## src/rtl/mem_arb_pkg.sv

```systemverilog
// Shared types and small decode helpers for the data-memory arbiter (mem_arbiter).
package mem_arb_pkg;

    typedef enum logic [1:0] {IDLE, RD_RESP, RMW_WR, DONE} arb_state_t;
    typedef enum logic [1:0] {SZ_B = 2'd0, SZ_H = 2'd1, SZ_W = 2'd2} mem_size_t;
    typedef enum logic {OWN_IF = 1'b0, OWN_LSU = 1'b1} arb_owner_t;

    // Size code 3 has no meaning of its own and is folded onto a full word.
    function automatic mem_size_t decode_size(input logic [1:0] size);
        mem_size_t result;
        case (size)
            2'd0:    result = SZ_B;
            2'd1:    result = SZ_H;
            default: result = SZ_W;
        endcase
        return result;
    endfunction

    function automatic logic is_misaligned(input mem_size_t size, input logic [1:0] offset);
        logic result;
        case (size)
            SZ_B:    result = 1'b0;
            SZ_H:    result = offset[0];
            default: result = (offset != 2'b00);
        endcase
        return result;
    endfunction

endpackage

```

## src/rtl/mem_arbiter_lane_align.sv

```systemverilog
// lane_align: merges sub-word store data into a memory word and extracts/extends sub-word load data.
module lane_align
    import mem_arb_pkg::*;
(
    input  logic [31:0] mem_word,
    input  logic [31:0] data,
    input  logic [1:0]  size,
    input  logic [1:0]  offset,
    input  logic        is_unsigned,
    output logic [31:0] merged,
    output logic [31:0] extracted
);

    mem_size_t   sz;
    logic [7:0]  lane_b;
    logic [15:0] lane_h;

    assign sz = mem_size_t'(size);

    always_comb begin
        merged = mem_word;
        case (sz)
            SZ_B:    merged[{offset, 3'b000} +: 8] = data[7:0];
            SZ_H:    merged[{offset[1], 4'b0000} +: 16] = data[15:0];
            default: merged = data;
        endcase
    end

    // The extension bit is forced low for lbu/lhu, otherwise it copies the lane's MSB.
    always_comb begin
        lane_b    = mem_word[{offset, 3'b000} +: 8];
        lane_h    = mem_word[{offset[1], 4'b0000} +: 16];
        extracted = mem_word;
        case (sz)
            SZ_B:    extracted = {{24{lane_b[7] & ~is_unsigned}}, lane_b};
            SZ_H:    extracted = {{16{lane_h[15] & ~is_unsigned}}, lane_h};
            default: extracted = mem_word;
        endcase
    end

endmodule

```

## src/rtl/mem_arbiter.sv

```systemverilog
// mem_arbiter: shares one synchronous-read data memory between fetch and load/store, with RMW for sub-word stores.
// Define MEM_ARB_RR_EN for round-robin arbitration; otherwise the LSU has fixed priority.
module mem_arbiter
    import mem_arb_pkg::*;
#(
    parameter int AW = 32,
    parameter int MW = 8
) (
    input  logic          clk,
    input  logic          rst,
    input  logic          if_req,
    input  logic [AW-1:0] if_addr,
    output logic          if_gnt,
    output logic          if_rvalid,
    output logic [31:0]   if_rdata,
    input  logic          lsu_req,
    input  logic          lsu_we,
    input  logic [1:0]    lsu_size,
    input  logic          lsu_unsigned,
    input  logic [AW-1:0] lsu_addr,
    input  logic [31:0]   lsu_wdata,
    output logic          lsu_gnt,
    output logic          lsu_rvalid,
    output logic [31:0]   lsu_rdata,
    output logic          lsu_err,
    output logic [MW-1:0] mem_addr,
    output logic          mem_r_enable,
    output logic          mem_w_enable,
    output logic [31:0]   mem_wdata,
    input  logic [31:0]   mem_rdata
);

    arb_state_t    state, state_next;
    arb_owner_t    owner;
    logic [MW-1:0] addr_q;
    logic [1:0]    offset_q;
    mem_size_t     size_q;
    logic          unsigned_q;
    logic          err_q;
    logic [31:0]   wdata_q;

    mem_size_t     lsu_sz;
    logic          lsu_misaligned;
    logic          pick_lsu, pick_if;
    logic [31:0]   merged, extracted;
    logic          unused;

    assign lsu_sz         = decode_size(lsu_size);
    assign lsu_misaligned = is_misaligned(lsu_sz, lsu_addr[1:0]);
    assign unused         = ^{if_addr[AW-1:MW+2], if_addr[1:0], lsu_addr[AW-1:MW+2]};

`ifdef MEM_ARB_RR_EN
    arb_owner_t favour;

    always_ff @(posedge clk or posedge rst) begin
        if (rst) begin
            favour <= OWN_LSU;
        end else if (pick_lsu) begin
            favour <= OWN_IF;
        end else if (pick_if) begin
            favour <= OWN_LSU;
        end
    end
`endif

    // Grants are suppressed while reset is held so every output reads zero during reset.
    always_comb begin
        pick_lsu = 1'b0;
        pick_if  = 1'b0;
        if (state == IDLE && !rst) begin
`ifdef MEM_ARB_RR_EN
            pick_lsu = lsu_req && (!if_req || favour == OWN_LSU);
`else
            pick_lsu = lsu_req;
`endif
            pick_if  = if_req && !pick_lsu;
        end
    end

    always_comb begin
        state_next   = state;
        if_gnt       = pick_if;
        lsu_gnt      = pick_lsu;
        if_rvalid    = 1'b0;
        if_rdata     = '0;
        lsu_rvalid   = 1'b0;
        lsu_rdata    = '0;
        lsu_err      = 1'b0;
        mem_addr     = '0;
        mem_r_enable = 1'b0;
        mem_w_enable = 1'b0;
        mem_wdata    = '0;
        case (state)
            IDLE: begin
                if (pick_lsu) begin
                    if (lsu_misaligned) begin
                        state_next = DONE;
                    end else if (!lsu_we) begin
                        mem_addr     = lsu_addr[MW+1:2];
                        mem_r_enable = 1'b1;
                        state_next   = RD_RESP;
                    end else if (lsu_sz == SZ_W) begin
                        mem_addr     = lsu_addr[MW+1:2];
                        mem_w_enable = 1'b1;
                        mem_wdata    = lsu_wdata;
                        state_next   = DONE;
                    end else begin
                        mem_addr     = lsu_addr[MW+1:2];
                        mem_r_enable = 1'b1;
                        state_next   = RMW_WR;
                    end
                end else if (pick_if) begin
                    mem_addr     = if_addr[MW+1:2];
                    mem_r_enable = 1'b1;
                    state_next   = RD_RESP;
                end
            end
            RD_RESP: begin
                if (owner == OWN_IF) begin
                    if_rvalid = 1'b1;
                    if_rdata  = mem_rdata;
                end else begin
                    lsu_rvalid = 1'b1;
                    lsu_rdata  = extracted;
                end
                state_next = IDLE;
            end
            RMW_WR: begin
                mem_addr     = addr_q;
                mem_w_enable = 1'b1;
                mem_wdata    = merged;
                state_next   = DONE;
            end
            DONE: begin
                lsu_rvalid = 1'b1;
                lsu_err    = err_q;
                state_next = IDLE;
            end
            default: state_next = IDLE;
        endcase
    end

    // Request fields are captured at grant because the requester may change them afterwards.
    always_ff @(posedge clk or posedge rst) begin
        if (rst) begin
            state      <= IDLE;
            owner      <= OWN_IF;
            addr_q     <= '0;
            offset_q   <= 2'b00;
            size_q     <= SZ_W;
            unsigned_q <= 1'b0;
            err_q      <= 1'b0;
            wdata_q    <= '0;
        end else begin
            state <= state_next;
            if (pick_lsu) begin
                owner      <= OWN_LSU;
                addr_q     <= lsu_addr[MW+1:2];
                offset_q   <= lsu_addr[1:0];
                size_q     <= lsu_sz;
                unsigned_q <= lsu_unsigned;
                err_q      <= lsu_misaligned;
                wdata_q    <= lsu_wdata;
            end else if (pick_if) begin
                owner <= OWN_IF;
                err_q <= 1'b0;
            end
        end
    end

    lane_align u_lane_align (
        .mem_word    (mem_rdata),
        .data        (wdata_q),
        .size        (size_q),
        .offset      (offset_q),
        .is_unsigned (unsigned_q),
        .merged      (merged),
        .extracted   (extracted)
    );

endmodule
```

## config.mk

```make
export PLATFORM = sky130hd
export DESIGN_NAME = mem_arbiter
export DESIGN_NICKNAME = d
export VERILOG_FILES = /design/src/rtl/mem_arb_pkg.sv /design/src/rtl/mem_arbiter_lane_align.sv /design/src/rtl/mem_arbiter.sv
export SDC_FILE = /design/constraint.sdc
export NUM_CORES = 1
export LEC_CHECK = 0
export CORE_MARGIN = 2
export CORE_UTILIZATION = 43
export DETAILED_ROUTE_END_ITERATION = 16
export GPL_TIMING_DRIVEN = 0
export PLACE_DENSITY = 0.91
export SLEW_MARGIN = 5
export SYNTH_ARGS = -nofsm -noshare
export SYNTH_HDL_FRONTEND = slang
export SYNTH_HIERARCHICAL = 1
export SYNTH_SLANG_ARGS = --single-unit
```

## constraint.sdc

```tcl
create_clock -name clk -period 7.26 [get_ports clk]
set_input_delay 1.452 -clock clk [delete_from_list [all_inputs] [get_ports clk]]
set_output_delay 1.452 -clock clk [all_outputs]
set_load 0.01 [all_outputs]
```

==> Yosys cells after proc, flatten, opt, wreduce, memory -nomap -nowiden <==
Cells that the tools add are included.
{ "classes": {"mux": 46, "addsub": 2, "shifts": 6, "n_eq_ne": 8, "reduce_logical": 11, "bitwise": 3} }
{ "op_table": {"columns": ["cell", "count"], "rows": [
  ["$mux W32", 8],
  ["$pmux W32 S2", 3],
  ["$bwmux W32", 2],
  ["$shift A16 B7 Y32 const A", 1],
  ["$shift A8 B7 Y32 const A", 1],
  ["$shiftx A16 B7 Y32", 1],
  ["$shiftx A32 B6 Y16", 1],
  ["$shiftx A32 B6 Y8", 1],
  ["$shiftx A8 B7 Y32", 1],
  ["$mux W8", 3],
  ["$mux W1", 20],
  ["$pmux W8 S2", 1],
  ["$neg A5 Y7", 2],
  ["$eq A2 B1 Y1 const B", 4],
  ["$logic_not A2 Y1", 4],
  ["$mux W2", 4],
  ["$eq A2 B2 Y1 const B", 3],
  ["$pmux W1 S2", 3],
  ["$pmux W2 S3", 1],
  ["$pmux W2 S2", 1],
  ["$reduce_bool A2 Y1", 2],
  ["$ne A3 B3 Y1 const B", 1],
  ["$and A1 B1 Y1", 2],
  ["$logic_and A1 B1 Y1", 2],
  ["3 further kinds", 4]
]} }
{ "totals": {"ff_bits": 49, "in_bits": 136} }

==> Logic depth before layout (Yosys ltp) <==
{ "depth": {"word_depth": 8, "depth_mapped": 8, "mapped_depth_nobuf": 7} }

==> Modules after synthesis <==
The synthesis kept the hierarchy.
{ "modules_own_cells": {"columns": ["module", "area_per_inst_um2", "cells_each", "seq_area_each_um2", "n_inst"], "rows": [
  ["mem_arbiter", 2950.3, 359, 1227.4, 1],
  ["lane_align", 1637.8, 236, 0.0, 1]
]} }

==> Worst setup path after synthesis <==
Ideal clock, no wire load.
{ "synth_timing": {"path_kind": "input -> output", "start": "in rst", "end": "out mem_r_enable", "stages": 3, "n_path_buf": 0, "path_slack_ns": 2.727, "arrival_time_ns": 3.081, "t_required_ns": 5.808, "path_cell_list": "inv_1 > nand3_1 > o22ai_1"} }
{ "synth_via": {"elab_chain_len": 6, "word_cells_on_any_way": 7, "cone_classes": "mux (5); reduce/logical (2)"} }
{ "synth_rtl": {"columns": ["element", "line", "text"], "rows": [
  ["start, declared", "mem_arbiter.sv:10", "input logic rst,"],
  ["$logic_not A1 Y1 (no source line) (*)", null, null],
  ["$logic_and A1 B1 Y1 (*)", "mem_arbiter.sv:70", "if (state == IDLE && !rst) begin"],
  ["$mux W1", "mem_arbiter.sv:70", null],
  ["$mux W1", "mem_arbiter.sv:112", "end else if (pick_if) begin"],
  ["$mux W1 (*)", "mem_arbiter.sv:95", "if (pick_lsu) begin"],
  ["$mux W1 (*)", "mem_arbiter.sv:93", "case (state)"],
  ["end, declared", "mem_arbiter.sv:27", "output logic mem_r_enable,"]
]} }
Every way passes the cells marked *; elsewhere a longest branch is shown, timed or not.

==> Worst setup path in the final report <==
{ "layout_timing": {"start": "in lsu_size[1]", "end": "out mem_wdata[16]"} }
{ "layout_via": {"elab_chain_len": 8, "word_cells_on_any_way": 12, "cone_classes": "eq/ne (3); mux (7); reduce/logical (2)"} }
{ "layout_rtl": {"columns": ["element", "line", "text"], "rows": [
  ["start, declared", "mem_arbiter.sv:18", "input logic [1:0] lsu_size,"],
  ["$eq A2 B1 Y1 / $logic_not A2 Y1 (equally long branches)", "mem_arb_pkg.sv:11", "case (size)"],
  ["$pmux W2 S2 (*)", "mem_arb_pkg.sv:11", null],
  ["$eq A2 B2 Y1", "mem_arbiter.sv:102", "end else if (lsu_sz == SZ_W) begin"],
  ["$mux W32", "mem_arbiter.sv:102", null],
  ["$mux W32", "mem_arbiter.sv:98", "end else if (!lsu_we) begin"],
  ["$mux W32 (*)", "mem_arbiter.sv:96", "if (lsu_misaligned) begin"],
  ["$mux W32 (*)", "mem_arbiter.sv:95", null],
  ["$pmux W32 S2 (*)", "mem_arbiter.sv:93", null],
  ["end, declared", "mem_arbiter.sv:29", "output logic [31:0] mem_wdata,"]
]} }
Marks and branches as above.

==> flow_metrics.env <==
export IMPL_status="finished, final reports clean"
export IMPL_pin_count_of_the_biggest_net_entering_global_routing=31
export IMPL_powerDensity_nw_per_um2=334.9
export IMPL_cts_repair_resized=0
export IMPL_tritoncts="done"
export IMPL_post_route_min_period_ns=5.604
export IMPL_slew_worst_pin_ns=0.9203
export IMPL_yosysUniqueCellTypes=56
export IMPL_syn_avg_cell_area_um2=7.711
export IMPL_final_setup_skew_ns=0.006703
export IMPL_syn_to_final_growth_pct=49.69
export IMPL_post_synthesis_register_bit_count=49
export IMPL_startpoint_type="input pin"
export IMPL_yosys_area_share_simple_pct=28.66
export IMPL_worst_ir_drop_vdd_uv=217.1
export IMPL_grt_antenna_before_repair=0
export IMPL_mappedNetlistArea_um2=4588
export IMPL_fmax_mhz=178.4
export IMPL_largest_family_of_logic_cells_by_synthesized_area="compound AO/OA/AOI/OAI gates"
export IMPL_worst_hold_path_type="reg2reg"
export IMPL_remaining_drc_errors=0
export IMPL_grt_overflow_total=0
export IMPL_num_rows=37
export IMPL_worstSetupEndpointType="primary output"
export IMPL_final_antenna_net_count=0
export IMPL_synth_compound_gate_area_share_pct=30.38
export IMPL_finalSetupTns_ns=0
export IMPL_synth_area_mux_share_pct=5.209
export IMPL_setup_violations_final=0
export IMPL_finish_cell_count_without_fillers=940
export IMPL_cts_root_buffer_cell="sky130_fd_sc_hd__clkbuf_8"
export IMPL_met3_usage_pct=8.475
export IMPL_gp_congestion=0.9540
export IMPL_post_cts_setup_buffer_count=0
export IMPL_die_outline_height_um=107.3
export IMPL_clkSinkCount=49
export IMPL_most_frequently_used_flop_master_after_synthesis="sky130_fd_sc_hd__dfrtp_1"
export IMPL_proportion_of_layout_cells_with_a_drive_suffix_above_1_pct=6.592
export IMPL_slew_limit_headroom_pct=38.51
export IMPL_report_final_slew_viol_count=0
export IMPL_fin_crit_sh_pct=77.19
export IMPL_start_util_pct=44.44
export IMPL_die_width_um=107.3
export IMPL_reg_clk_slew_reported_paths_ns=0.10
export IMPL_first_global_vias=5540
export IMPL_critical_path_required_time_ns=5.81
export IMPL_grt_first_pass_wirelength_um=29880
export IMPL_port_buffers=200
export IMPL_grt_use_total_pct=33.26
export IMPL_synth_edf_count=0
export IMPL_io_pin_count=247
export IMPL_filler_cells=872
export IMPL_core_region_area_um2=10320
export IMPL_vias=5656
export IMPL_yosys_warnings=6
export IMPL_detailed_place_area_um2=6780
export IMPL_met2_usage_pct=55.42
export IMPL_top_usage_layer="met2"
export IMPL_design_die_area_um2=11510
export IMPL_post_synth_fa_ha_maj_area_fraction_pct=1.364
export IMPL_detailedPlace_worstSlack_ns=1.699
export IMPL_viasPerCell=6.017
export IMPL_dp_cells=932
export IMPL_final_setup_worst_slack_ns=1.656
export IMPL_unrepaired_setup_endpoints_after_global_routing="no"
export IMPL_finish_net_count=944
export IMPL_ys_async_sr_fraction_pct=100.0
export IMPL_firstDrtPassIters=5
export IMPL_cts_htree_levels=2
export IMPL_routed_wl_um=19420
export IMPL_hpwlAfterDp_um=15200
export IMPL_worstPathArrival_ns=4.15
export IMPL_antennaDiodeCount=0
export IMPL_avgRoutedWirePerCell_um=20.65
export IMPL_clockBufferDepth=2
export IMPL_cts_buffers=5
export IMPL_drt_iter0_markers=514
export IMPL_synth_cells=595
export IMPL_final_hold_viol_count=0
export IMPL_yosysSeqAreaShare_pct=26.75
export IMPL_post_route_cell_area_um2=6868
export IMPL_clkLatencyLatePin_ns=0.31
export IMPL_synth_xor_xnor_area_share_pct=0
export IMPL_timing_worst_setup_path_type="in2out"
export IMPL_postSynthNetCount=736
export IMPL_worst_path_max_fanout=10
export IMPL_cts_hold_buf=0
export IMPL_drv_cap=0
export IMPL_power_static_leakage_nw=2.975
export IMPL_gr_usage_met1_pct=40.95
export IMPL_whs_ns=0.4867
## placed cells by master, fill, tap and decap left out, types with 6 or more instances in the layout
master	n
sky130_fd_sc_hd__dfrtp_1	48
sky130_fd_sc_hd__buf_2	9
sky130_fd_sc_hd__clkdlybuf4s50_1	200
sky130_fd_sc_hd__and2_1	64
sky130_fd_sc_hd__o21ai_0	21
sky130_fd_sc_hd__nand2_1	156
sky130_fd_sc_hd__mux2_2	7
sky130_fd_sc_hd__a32oi_1	8
sky130_fd_sc_hd__a32o_1	32
sky130_fd_sc_hd__mux2i_1	16
sky130_fd_sc_hd__a211oi_1	9
sky130_fd_sc_hd__inv_1	13
sky130_fd_sc_hd__nor2_1	18
sky130_fd_sc_hd__buf_4	8
sky130_fd_sc_hd__nand2b_1	6
sky130_fd_sc_hd__a221o_1	17
sky130_fd_sc_hd__a211o_1	6
sky130_fd_sc_hd__a21o_1	18
sky130_fd_sc_hd__a22o_1	11
sky130_fd_sc_hd__nor2b_1	7
sky130_fd_sc_hd__buf_6	6
sky130_fd_sc_hd__a21oi_1	19
sky130_fd_sc_hd__clkbuf_1	27
sky130_fd_sc_hd__a22oi_1	19
## power by group
group	switching, mW	internal (mW)	leakage [nW]
clock network	0.0995	0.0682	0.0374
logic	0.842	0.737	2.33
registers	0.150	0.402	0.608
total	1.09	1.21	2.98
## metal layers
layer  up-vias  share of wire (%)
met3        55                 12
met4         0                3.5
li1       2550                  -
met2       405                 46
met5         -                  0
met1      2646                 39
## cell families after synthesis
kind of cell | count (synthesis)
simple gates | 274
compound gates | 177
fa+ha+maj | 5
mux | 23
flops | 49
buf+inv | 67
## flip-flops by register name (all words and copies together) (netlist names)
register	cells
addr_q	8
size_q	2
owner	1
wdata_q	32
state	2
err_q	1
offset_q	2
unsigned_q	1
## cell type report
cell class	instances	area, um^2	share of cell area (%)
Tap cell	136	170.2	2.478
Timing Repair Buffer	201	2022	29.44
Clock buffer	6	72.57	1.057
Sequential cell	49	1227	17.87
Multi-Input combinational cell	479	3010	43.83
Buffer	51	289.0	4.208
Clock inverter	2	15.01	0.2186
Inverter	16	61.31	0.8927
## critical path: stages
cell                              delay [ns]
sky130_fd_sc_hd__clkdlybuf4s50_1        0.57
sky130_fd_sc_hd__nand2_1                0.12
sky130_fd_sc_hd__nor4_1                 0.60
sky130_fd_sc_hd__clkbuf_1               0.54
sky130_fd_sc_hd__a32o_1                 0.30
sky130_fd_sc_hd__clkdlybuf4s50_1        0.56
## synth_stat cells (3+ instances only)
cell type	n	area share, %
sky130_fd_sc_hd__nand2_1	156	13
sky130_fd_sc_hd__and2_1	64	8.7
sky130_fd_sc_hd__dfrtp_1	48	26
sky130_fd_sc_hd__a32o_1	32	7.0
sky130_fd_sc_hd__clkbuf_1	26	2.1
sky130_fd_sc_hd__o21ai_0	21	2.3
sky130_fd_sc_hd__a21oi_1	19	2.1
sky130_fd_sc_hd__a22oi_1	19	3.1
sky130_fd_sc_hd__a21o_1	18	2.9
sky130_fd_sc_hd__nor2_1	18	1.5
sky130_fd_sc_hd__a221o_1	17	3.7
sky130_fd_sc_hd__mux2i_1	16	3.5
sky130_fd_sc_hd__inv_1	14	1.1
sky130_fd_sc_hd__a22o_1	11	2.1
sky130_fd_sc_hd__a211oi_1	9	1.5
sky130_fd_sc_hd__buf_2	9	0.98
sky130_fd_sc_hd__a32oi_1	8	1.5
sky130_fd_sc_hd__buf_4	8	1.3
sky130_fd_sc_hd__mux2_2	7	1.7
sky130_fd_sc_hd__nor2b_1	7	0.95
sky130_fd_sc_hd__a211o_1	6	1.1
sky130_fd_sc_hd__buf_6	6	1.5
sky130_fd_sc_hd__nand2b_1	6	0.82
sky130_fd_sc_hd__ha_1	5	1.4
sky130_fd_sc_hd__nor3_2	3	0.65
sky130_fd_sc_hd__o21ai_1	3	0.33
sky130_fd_sc_hd__o22ai_1	3	0.41
## worst paths after layout
| kind | from | end | slack, ns | cells past startpoint |
|---|---|---|---|---|
| setup / recovery | lsu_size[1] | mem_wdata[16] | 1.66 | 6 |
| hold / removal | addr_q[3] | addr_q[3] | 0.49 | 2 |
| setup reg to reg | state[1] | size_q[0] | 5.44 | 8 |
| hold reg to reg | addr_q[3] | addr_q[3] | 0.49 | 2 |
| max in group asynchronous | rst | size_q[1] | 5.07 | 3 |
| min in group asynchronous | rst | err_q | 1.58 | 2 |
## metrics by stage
step / total power, mW / utilization, %
finish: 2.300 / 66.53
global placement: 2.060 / 65.48
detailed placement: 2.087 / 65.68
CTS: 2.264 / 66.53
global route: 2.440 / 66.53
floorplan: 1.479 / -
(Power assumes the default switching activity.)
